**src/rtl/decode_stage.sv**
```systemverilog
// Instruction decode stage: register file with write-through, immediate extension,
// ID/EX output register with valid/ready, load-use bubble insertion and flush.
module decode_stage #(
    parameter int DATA_W      = 32,
    parameter int NUM_REGS    = 32,
    parameter int STALL_CNT_W = 16
) (
    input  logic                   clk,
    input  logic                   rst,
    input  logic                   in_valid,
    output logic                   in_ready,
    input  logic [31:0]            instruction,
    input  logic [DATA_W-1:0]      pc_plus4,
    input  logic                   flush,
    input  logic                   wb_en,
    input  logic [4:0]             wb_reg,
    input  logic [DATA_W-1:0]      wb_data,
    output logic                   out_valid,
    input  logic                   out_ready,
    output logic [5:0]             opcode,
    output logic [5:0]             funct,
    output logic [4:0]             shamt,
    output logic [4:0]             rs,
    output logic [4:0]             rt,
    output logic [4:0]             rd,
    output logic [DATA_W-1:0]      read_data1,
    output logic [DATA_W-1:0]      read_data2,
    output logic [DATA_W-1:0]      imm_ext,
    output logic [DATA_W-1:0]      pc_plus4_out,
    output logic                   mem_read,
    output logic [STALL_CNT_W-1:0] stall_count
);

    localparam logic [5:0] OP_LW = 6'h23;

    logic [DATA_W-1:0]      rf_q [NUM_REGS];
    logic                   vld_q, vld_d;
    logic [31:0]            instr_q, instr_d;
    logic [DATA_W-1:0]      rd1_q, rd1_d, rd2_q, rd2_d, imm_q, imm_d, pc_q, pc_d;
    logic [STALL_CNT_W-1:0] cnt_q, cnt_d;

    logic [4:0]        rs_in, rt_in;
    logic [5:0]        op_in;
    logic [DATA_W-1:0] rd1_in, rd2_in, imm_in;
    logic              hazard, accept, bubble;

    assign op_in = instruction[31:26];
    assign rs_in = instruction[25:21];
    assign rt_in = instruction[20:16];

    // Write-through: a same-cycle write-back is visible to the decoding instruction.
    always_comb begin
        rd1_in = '0;
        rd2_in = '0;
        if (rs_in != 5'd0)
            rd1_in = (wb_en && wb_reg == rs_in) ? wb_data : rf_q[rs_in];
        if (rt_in != 5'd0)
            rd2_in = (wb_en && wb_reg == rt_in) ? wb_data : rf_q[rt_in];
    end

    always_comb begin
        case (op_in)
            6'h0C, 6'h0D, 6'h0E: imm_in = DATA_W'(instruction[15:0]);
            6'h0F:               imm_in = DATA_W'({instruction[15:0], 16'h0000});
            default:             imm_in = DATA_W'($signed(instruction[15:0]));
        endcase
    end

    // Load in ID/EX whose destination is a source of the instruction now in decode.
    assign hazard = vld_q && mem_read && (rt != 5'd0) && (rs_in == rt || rt_in == rt);
    assign in_ready = !rst && (!vld_q || out_ready) && !hazard && !flush;
    assign accept   = in_valid && in_ready;
    assign bubble   = hazard && out_ready && !flush;

    always_comb begin
        vld_d   = vld_q;
        instr_d = instr_q;
        rd1_d   = rd1_q;
        rd2_d   = rd2_q;
        imm_d   = imm_q;
        pc_d    = pc_q;
        cnt_d   = cnt_q;
        if (flush) begin
            vld_d = 1'b0;
        end else if (accept) begin
            vld_d   = 1'b1;
            instr_d = instruction;
            rd1_d   = rd1_in;
            rd2_d   = rd2_in;
            imm_d   = imm_in;
            pc_d    = pc_plus4;
        end else if (out_ready) begin
            vld_d = 1'b0;
        end
        if (bubble && !(&cnt_q))
            cnt_d = cnt_q + STALL_CNT_W'(1);
    end

    always_ff @(posedge clk) begin
        if (rst) begin
            vld_q   <= 1'b0;
            instr_q <= '0;
            rd1_q   <= '0;
            rd2_q   <= '0;
            imm_q   <= '0;
            pc_q    <= '0;
            cnt_q   <= '0;
        end else begin
            vld_q   <= vld_d;
            instr_q <= instr_d;
            rd1_q   <= rd1_d;
            rd2_q   <= rd2_d;
            imm_q   <= imm_d;
            pc_q    <= pc_d;
            cnt_q   <= cnt_d;
        end
    end

    always_ff @(posedge clk) begin
        if (rst) begin
            for (int i = 0; i < NUM_REGS; i++) rf_q[i] <= '0;
        end else if (wb_en && wb_reg != 5'd0) begin
            rf_q[wb_reg] <= wb_data;
        end
    end

    assign out_valid    = vld_q;
    assign opcode       = instr_q[31:26];
    assign rs           = instr_q[25:21];
    assign rt           = instr_q[20:16];
    assign rd           = instr_q[15:11];
    assign shamt        = instr_q[10:6];
    assign funct        = instr_q[5:0];
    assign mem_read     = (instr_q[31:26] == OP_LW);
    assign read_data1   = rd1_q;
    assign read_data2   = rd2_q;
    assign imm_ext      = imm_q;
    assign pc_plus4_out = pc_q;
    assign stall_count  = cnt_q;

endmodule

```
**config.mk**
```make
export PLATFORM = sky130hd
export DESIGN_NAME = decode_stage
export DESIGN_NICKNAME = d
export VERILOG_FILES = /design/src/rtl/decode_stage.sv
export SDC_FILE = /design/constraint.sdc
export NUM_CORES = 2
export LEC_CHECK = 0
export CAP_MARGIN = 20
export CORE_UTILIZATION = 35
export CTS_CLUSTER_DIAMETER = 80
export DETAILED_ROUTE_END_ITERATION = 8
export PLACE_DENSITY = 0.5
export REMOVE_ABC_BUFFERS = 1
export SYNTH_ARGS = -nofsm -noshare
export SYNTH_HDL_FRONTEND = slang
export SYNTH_SLANG_ARGS = --single-unit
```
**constraint.sdc**
```tcl
create_clock -name clk -period 2.7 [get_ports clk]
set_clock_uncertainty 0.2 [all_clocks]
set_input_delay 0.675 -clock clk [delete_from_list [all_inputs] [get_ports clk]]
set_output_delay 0.675 -clock clk [all_outputs]
set_load 0.01 [all_outputs]
```
==> metrics.cfg <==
[worst_hold_path]
hp-class=in -> reg
whs_path_depth=3
hp-start=instruction[18]
min_to=instr_q[18]

[finish]
final_common_cell=edfxtp_1
syn_to_final_growth_pct=24.9
n_fill_cell=15500
nNetsFinal=4886
layout-drive-gt1-share_pct=30.3
seq_area_mm2=0.0344
fin_cells=7212
final_cell_mix=edfxtp_1 (1024), and2_1 (1023), mux4_2 (511)
multi_input_area_mm2=0.0252

[clock_tree]
numCtsBuffers=140
clock-root-buffer=clkbuf_16
ctsLongestPathBuffers=3
htreeDepth=4
clk_latency_ns=0.80
path_clk_slew_ns=0.05
clkSinkCount=1201
cts_tree=done

[grt]
grt_pass1_wl_um=317000
grt_use_total_pct=25.5
grt_max_degree=84
antenna_found_initial=8
grt_overflow_total=0
first_global_vias=41300

[place]
place_congestion=0.866
dp_cells=6927
pre_cts_ws_ns=-1.08
port-buffer-count=285
hpwlAfterDp_um=155000

[worst_setup_path]
path_max_fanout=2
r2r_slack_ns=0.12
r2r-end=read_data2[29]
end_kind=primary output
cp.required_ns=1.82
r2r_start=instr_q[18]
r2r_cells=8
criticalPathCategory=reg -> out
crit_path_start_kind=register
cp.arrival_ns=2.27

[sta]
worstMarginPinSlew_ns=0.947
final-setup-viol-count=1
clock.fmax_mhz=318
rsz0062_at_grt=true
layout_setup_ws_ns=-0.449
whs_ns=0.101
max_slew_margin_pct=36.9
fin_crit_sh_pct=117
finalMaxSlewViolations=0
timing_hold_violations_final=0
finalCriticalPeriod_ns=3.15

[synthesis]
synth_top_area_cell=edfxtp_1
synth.avg_cell_area_um2=14.5
synth_edf_count=1024
ys_async_sr_fraction_pct=0
ys_types=63
synthFlopType=edfxtp_1
synthTopCellsByArea=edfxtp_1 (51%), mux4_2 (19%), and2_1 (11%)
ys_warn_count=0
yosysSeqAreaShare_pct=56.3
netlist_instances=4204
ys_seq_elements=1201
syn-cell-area_mm2=0.0609
synth_top_area_share_pct=50.5

[floorplanning]
std_cell_rows=152
coreArea_mm2=0.172
die_h_um=419
pin_count=286
die_w_um=419
start_util_pct=35.4
dieArea_mm2=0.176

[drt]
first_pass_iters=8
route.vias.total=40400
post_drt_wl_per_cell_um=31.1
first_iter_violations=4057
wl_um=224000
vias_per_cell=5.60
ant_nets=0
drc=0

[outcome]
violations=negative setup slack
status=finished, violations left

[power]
worst_ir_drop_vdd_v=0.000680
power.density_mw_per_mm2=612
power.leakage_nw=26.9

[flow_run]
cap_violations=0

cells in the mapped netlist (2+ instances only):
cell and n:
or4_1 2, nor3b_1 2, clkbuf_2 2, buf_6 6, and3_1 5, buf_2 124, nand2_1 238, nor2_1 92
o31ai_1 2, nand3b_1 5, nor2b_1 6, or2_2 31, nor4_1 3, o22ai_1 32, edfxtp_1 1024, nand2b_1 3
a221o_1 63, a21oi_1 96, nand3_1 31, buf_1 3, dfxtp_1 177, or3b_2 2, mux2i_1 67, and2_1 1024
a31oi_1 2, nand4_1 3, or3_1 11, nor3_1 2, xor2_1 9, clkbuf_1 277, buf_4 23, a221oi_1 32
a211oi_1 15, xnor2_1 12, mux2_2 69, o21ai_0 13, mux4_2 511, a22oi_1 156, inv_1 4, nand4bb_1 2
metrics by stage:
stage	area (um^2)	power, W	util [%]	TNS [ns]
final	76100	0.0466	44.2	-0.449
after global routing	76000	0.0479	44.2	-0.529
after global placement	71200	0.0281	41.4	-754.70
after floorplan	59100	0.0244	-	-743.40
after CTS	75900	0.0469	44.1	-0.673
after detailed placement	71200	0.0281	41.4	-767.37
sequential cells by signal (all words and copies together), names as in the netlist:
signal and cells:
read_data2 32, stall_count 16, rf_q 1024, pc_plus4_out 32, read_data1 32, out_valid 1
imm_ext 32, instr_q 32
where the power goes:
part	total (W)	internal [W]	switching (W)
logic	0.00602	0.00290	0.00313
registers	0.0217	0.0211	0.000607
clock network	0.0188	0.0107	0.00811
kinds of logic after synthesis:
logic type,after synthesis,share of synthesized area [%]
simple gates,1470,13.8
fa+ha+maj,1,0.0206
compound gates,423,5.09
mux,647,21.3
other cells,1,0.00616
flops,1201,56.3
xor+xnor,21,0.302
buf+inv,440,3.19
worst max path at each step:
stage / startpoint / endpoint / slack (ns) / cells after the start
after global routing: instr_q[18] / in_ready / -0.53 / 6
after detailed placement: instruction[24] / read_data1[5] / -1.08 / 11
after global placement: instruction[24] / read_data1[5] / -1.09 / 11
after CTS: instr_q[19] / in_ready / -0.52 / 6
final: instr_q[18] / in_ready / -0.45 / 6
after floorplan: instruction[25] / imm_ext[16] / -4.53 / 6
critical path: stages, from the launching register on:
cell and delay (ns):
dfxtp_2 0.32, or4_4 0.54, o2111ai_4 0.22, inv_2 0.06, nand2_2 0.08, and3_4 0.18
buf_6 0.10
layer usage:
| layer | global-route usage, % | part of all wire (%) | vias up |
|---|---|---|---|
| met3 | 4.26 | 6.8 | 321 |
| li1 | - | - | 17200 |
| met2 | 42.3 | 48 | 1636 |
| met1 | 33.6 | 41 | 21200 |
| met5 | 0 | 0.017 | - |
| met4 | 9.35 | 3.8 | 6 |
cell type report:
cell class | count | area share, %
diodes | 11 | 0.0362
multi-input cells | 2595 | 33.2
well taps | 2310 | 3.80
repair buffers | 835 | 11.9
clock inverters | 64 | 0.811
flip-flops and latches | 1201 | 45.2
inverters | 5 | 0.0247
clock buffers | 191 | 5.05
timing repair:
action,CTS,global route
setup endpoints to repair,86,47
hold endpoints to repair,1,0
setup buffers,11,6
resized for setup,99,14
pin swaps,7,4
hold buffers,1,0
cloned,1,0
No activity file was read; power rests on OpenSTA's default activity.
